==> src/rtl/jram_sync_if.sv <==
// Bus-side signal bundle for jram_sync: MAR/data strobes in, read data and status out.
interface jram_sync_if #(
  parameter int DW = 8,
  parameter int AW = 8
) ();
  logic [AW-1:0] bas;
  logic          wsa;
  logic [DW-1:0] bis;
  logic          ws;
  logic          we;
  logic [DW-1:0] bos;
  logic          valid;
  logic          busy;
  logic [AW-1:0] mar;

  modport master (
    output bas, wsa, bis, ws, we,
    input  bos, valid, busy, mar
  );

  modport slave (
    input  bas, wsa, bis, ws, we,
    output bos, valid, busy, mar
  );
endinterface

==> src/rtl/jram_sync.sv <==
// MAR-addressed synchronous RAM with registered read (RD_LAT 1 or 2) and post-reset clear sweep.
// Optional macro JRAM_AUTOINC_EN: ws/we without wsa post-increment the MAR.
module jram_sync #(
  parameter int DW     = 8,
  parameter int AW     = 8,
  parameter int RD_LAT = 1
) (
  input  logic        clk,
  input  logic        rst_n,
  jram_sync_if.slave  bus
);
  localparam int DEPTH = 2 ** AW;

  generate
    if (RD_LAT != 1 && RD_LAT != 2) begin : g_bad_lat
      $error("jram_sync: RD_LAT must be 1 or 2");
    end
  endgenerate

  typedef enum logic {
    CLEAR = 1'b0,
    IDLE  = 1'b1
  } state_t;

  state_t        state, state_nxt;
  logic [AW-1:0] mar_q, mar_nxt;
  logic [AW-1:0] clr_ptr;
  logic          busy_q;
  logic          wr_en, rd_en;

  logic [DW-1:0] mem [DEPTH];

  logic          out_vld;
  logic [DW-1:0] out_data;
  logic          valid_p1;
  logic [DW-1:0] bos_p1;

  always_comb begin
    state_nxt = state;
    mar_nxt   = mar_q;
    wr_en     = 1'b0;
    rd_en     = 1'b0;
    case (state)
      CLEAR: begin
        if (clr_ptr == {AW{1'b1}}) state_nxt = IDLE;
      end
      IDLE: begin
        wr_en = bus.ws;
        rd_en = bus.we;
        if (bus.wsa) begin
          mar_nxt = bus.bas;
        end
`ifdef JRAM_AUTOINC_EN
        else if (bus.ws || bus.we) begin
          mar_nxt = mar_q + AW'(1);
        end
`endif
      end
      default: state_nxt = CLEAR;
    endcase
  end

  always_ff @(posedge clk) begin
    if (!rst_n) begin
      state    <= CLEAR;
      clr_ptr  <= '0;
      mar_q    <= '0;
      busy_q   <= 1'b1;
      valid_p1 <= 1'b0;
      bos_p1   <= '0;
    end else begin
      state    <= state_nxt;
      busy_q   <= (state_nxt == CLEAR);
      mar_q    <= mar_nxt;
      if (state == CLEAR) clr_ptr <= clr_ptr + AW'(1);
      valid_p1 <= out_vld;
      bos_p1   <= out_vld ? out_data : '0;
    end
  end

  // Array writes are suppressed on a reset edge so a pending ws is dropped.
  always_ff @(posedge clk) begin
    if (rst_n) begin
      if (state == CLEAR) mem[clr_ptr] <= '0;
      else if (wr_en)     mem[mar_q]   <= bis_hold();
    end
  end

  function automatic logic [DW-1:0] bis_hold();
    return bus.bis;
  endfunction

  generate
    if (RD_LAT == 2) begin : g_lat2
      logic          vld_p0;
      logic [DW-1:0] rd_p0;

      // Stage p0: array read register, nonblocking so a same-edge write is not seen.
      always_ff @(posedge clk) begin
        if (!rst_n) vld_p0 <= 1'b0;
        else        vld_p0 <= rd_en;
      end

      always_ff @(posedge clk) begin
        rd_p0 <= mem[mar_q];
      end

      assign out_vld  = vld_p0;
      assign out_data = rd_p0;
    end else begin : g_lat1
      assign out_vld  = rd_en;
      assign out_data = mem[mar_q];
    end
  endgenerate

  // Stage p1: output register, zero whenever no read is presented.
  assign bus.bos   = bos_p1;
  assign bus.valid = valid_p1;
  assign bus.busy  = busy_q;
  assign bus.mar   = mar_q;
endmodule

==> src/flat_wrapper.sv <==
// flat-port wrapper written by rule: the top's interface ports become plain ports
module jram_sync_flat 
#(
  parameter int DW     = 8,
  parameter int AW     = 8,
  parameter int RD_LAT = 1
)
  (clk, rst_n, bus_bas, bus_wsa, bus_bis, bus_ws, bus_we, bus_bos, bus_valid, bus_busy, bus_mar);
  jram_sync_if #(.DW(DW), .AW(AW)) bus_i ();
  input  logic clk;
  input  logic rst_n;
  input wire logic [$bits(bus_i.bas)-1:0] bus_bas;
  input wire logic [$bits(bus_i.wsa)-1:0] bus_wsa;
  input wire logic [$bits(bus_i.bis)-1:0] bus_bis;
  input wire logic [$bits(bus_i.ws)-1:0] bus_ws;
  input wire logic [$bits(bus_i.we)-1:0] bus_we;
  output wire logic [$bits(bus_i.bos)-1:0] bus_bos;
  output wire logic [$bits(bus_i.valid)-1:0] bus_valid;
  output wire logic [$bits(bus_i.busy)-1:0] bus_busy;
  output wire logic [$bits(bus_i.mar)-1:0] bus_mar;
  assign bus_i.bas = bus_bas;
  assign bus_i.wsa = bus_wsa;
  assign bus_i.bis = bus_bis;
  assign bus_i.ws = bus_ws;
  assign bus_i.we = bus_we;
  assign bus_bos = bus_i.bos;
  assign bus_valid = bus_i.valid;
  assign bus_busy = bus_i.busy;
  assign bus_mar = bus_i.mar;
  jram_sync #(.DW(DW), .AW(AW), .RD_LAT(RD_LAT)) u_core (.clk(clk), .rst_n(rst_n), .bus(bus_i));
endmodule
==> config.mk <==
export PLATFORM = sky130hd
export DESIGN_NAME = jram_sync_flat
export DESIGN_NICKNAME = d
export VERILOG_FILES = /design/src/rtl/jram_sync_if.sv /design/src/rtl/jram_sync.sv /design/src/flat_wrapper.sv
export SDC_FILE = /design/constraint.sdc
export NUM_CORES = 2
export LEC_CHECK = 0
export ABC_AREA = 1
export CAP_MARGIN = 15
export CORE_ASPECT_RATIO = 1.5
export CORE_MARGIN = 10
export CORE_UTILIZATION = 55
export DETAILED_ROUTE_END_ITERATION = 7
export PLACE_DENSITY = 0.71
export SYNTH_ARGS = -nofsm -noshare
export SYNTH_HDL_FRONTEND = slang
export SYNTH_SLANG_ARGS = --single-unit
==> constraint.sdc <==
create_clock -name clk -period 10.8 [get_ports clk]
set_input_delay 2.16 -clock clk [delete_from_list [all_inputs] [get_ports clk]]
set_output_delay 2.16 -clock clk [all_outputs]
set_load 0.05 [all_outputs]
==> out/metrics.cfg <==
[detailed_routing]
via_per_inst=6.08
wl_met2_mm=108
ant_nets=0
wl_met1_mm=82.3
wl_per_cell_um=24.6
top_layer_used=met5
firstDrtPassIters=8
drc=5
routed_wl_mm=225
met3_length_mm=21.9
vias=55638
drt_iter0_drc=7711

[critical_path]
slowest_delay_ns=0.72
path_buf_inv=4
crit_top_cell=nor2_1
cpMaxStageDelayCell=nand2_1
critPathLaunchType=input port
path_class=input port to flip-flop
critical-path-top-delay-family=simple AND/OR/NAND/NOR gates
arrival_ns=6.12
crit_chain=clkdlybuf4s50_1 -> nand3_4 -> o21ai_1 -> inv_1 -> nor2_1 -> inv_1 -> nor2_1 -> nand2_1 -> buf_4 -> nor2_1
cp.required_ns=11.24
crit_path_end_kind=flip-flop
cp_max_fo=25

[clock_network]
h-tree-depth=4
clock_path_buffers=3
cts_buffers=177
clock_latency_ns=0.82
tritoncts=built
cts_resized=0
postCtsHoldBufs=0
cts.sinks=2075
clockRootBuffer=clkbuf_16
clk_pin_slew_worst_paths_ns=0.07
postCtsSetupBuffers=0

[sta]
rsz0062_at_grt=no
worst_slack_ns=5.12
setup_tns_ns=0
max_slew.worst_pin.slew_ns=1.18
finalCritPeriodShare_pct=52.6
slew_violations=0
report.final.hold_viol_count=0
fin_crit_ns=5.68
clock_skew_ns=0.0437
max_clock_freq_mhz=176
slew_headroom_pct=20.9
setup-violations-final=0

[placed_design]
gp_congestion=0.917
place_area_sq_um=86000
dp_hpwl_mm=130
place_ws_ns=4.42
portBuffers=38

[die]
ios=39
fp.coreArea_sq_um=153000
rows=176
start_util_pct=55.2
die_h_um=500
dieArea_sq_um=170000
die_x_um=340

[yosys]
synthCells=7141
ys_ff_latch=2075
avgSynthCellArea_sq_um=11.8
synth_area_sq_um=84500
async_flop_share_pct=0
seq_area_frac_synth_pct=73.4
ys_warn_count=0
post-synth-top-area-fraction_pct=72.7
synth.top_cells.by_area=edfxtp_1, nand3_1, nand2_1
synth_nets=7163
synth-main-ff-cell=edfxtp_1
yosysTopAreaCell=edfxtp_1
yosys.cell_types.count=31
synth_edf_count=2048

[final_layout]
fin_nets=6973
postLayoutCoreUtil_pct=59.8
drive_above_1_share_pct=5.64
syn2layout_area_growth_pct=8.24
final_area_sq_um=91500

[global_routing]
first_global_vias=53241
grt_pass1_wl_mm=332
grt_start_max_net_pins=225
antenna_found_initial=7
gr-usage-all-layers_pct=25.9
grt_overflow_total=0

[worst_hold_path]
hold_path_class=flip-flop to flip-flop

[power_and_ir_drop]
intPower_mw=12.0
power_frac_seq_pct=58.5
switching_share_pct=19.2
ir_drop_mv=0.173
pwr-share-comb_pct=0.4
p_per_area_nw_per_um2=163
power.switching_mw=2.85
power_frac_clock_pct=41.1
power.leakage_nw=31.4

[job]
cap_violations=0

[run_status]
status=finished with violations
violations=DRC

[kinds of logic after synthesis]
kind of cell	after synthesis	synth area share [%]
flops	2075	73.4
buf+inv	547	3.10
fa+ha+maj	1	0.0148
simple gates	4418	22.8
compound gates	100	0.673
[tightest hold or removal path, stage by stage (launching register included)]
cell and delay [ns]:
dfxtp_1 0.35, nor2_1 0.11, nor2_1 0.05
[cell usage in the layout (no fill, tap or decap), drive strengths merged]
cell type and instances:
a21oi 29, and3 2, buf 82, bufinv 9
clkbuf 231, clkdlybuf4s50 38, clkinv 74, clkinvlp 6
dfxtp 27, diode 6, edfxtp 2048, ha 1
inv 61, nand2 2095, nand3 1931, nand4 2
nor2 383, nor3 5, o21ai 55, o22ai 16
[synthesized netlist by cell type, types with 27 or more instances]
master,count
a21oi_1,29
buf_1,55
buf_2,290
buf_4,32
clkbuf_1,102
dfxtp_1,27
edfxtp_1,2048
inv_1,48
nand2_1,2080
nand3_1,1929
nor2_1,345
nor2_2,30
o21ai_0,47
[layout make-up]
class                           instances  area (sq um)
Clock inverter                         92           767
Sequential cell                      2075         62100
Fill cell                           11937         61500
Multi-Input combinational cell       4519         20000
Inverter                               58           256
Timing Repair Buffer                  120          1180
Clock buffer                          231          4720
Antenna cell                            6          15.0
Tap cell                             2047          2560
[power groups by stage]
stage | sequential [mW] | combinational, mW | clock [mW]
3_3_place_gp | 8.88 | 0.0598 | 0
5_1_grt | 8.70 | 0.0633 | 6.47
3_5_place_dp | 8.88 | 0.0595 | 0
6_report | 8.71 | 0.0612 | 6.11
2_1_floorplan | 8.88 | 0.0229 | 0
4_1_cts | 8.71 | 0.0597 | 6.16
[state kept, by name, indices dropped and copies added (netlist names)]
name              flops
u_core.mem         2048
u_core.bus.bos        8
u_core.bus.mar        8
u_core.clr_ptr        8
u_core.bus.busy       1
u_core.bus.valid      1
u_core.state          1
[layer usage]
layer	GRT usage (%)	vias to the layer above
li1	-	24878
met1	32.9	26885
met2	42.3	3240
met3	4.21	631
met4	14.7	4
met5	0	-
[metrics by stage]
stage,instances,power [mW],hold WS (ns)
floorplan,7141,8.91,0.479
global placement,8819,8.94,0.531
detailed placement,8819,8.94,0.529
CTS,9142,14.9,0.538
global route,9143,15.2,0.575
finish,9148,14.9,0.550
[path summary, 6_finish.rpt]
kind | start | endpoint | slack [ns] | depth (start not counted)
worst min register to register | u_core.clr_ptr[1] | u_core.clr_ptr[1] | 0.55 | 2
worst max-delay path | bus_ws | u_core.mem[51][5] | 5.12 | 10
worst max register to register | u_core.bus.mar[1] | u_core.bus.bos[7] | 5.49 | 13
worst min-delay path | u_core.clr_ptr[1] | u_core.clr_ptr[1] | 0.55 | 2
(Power assumes the default switching activity.)
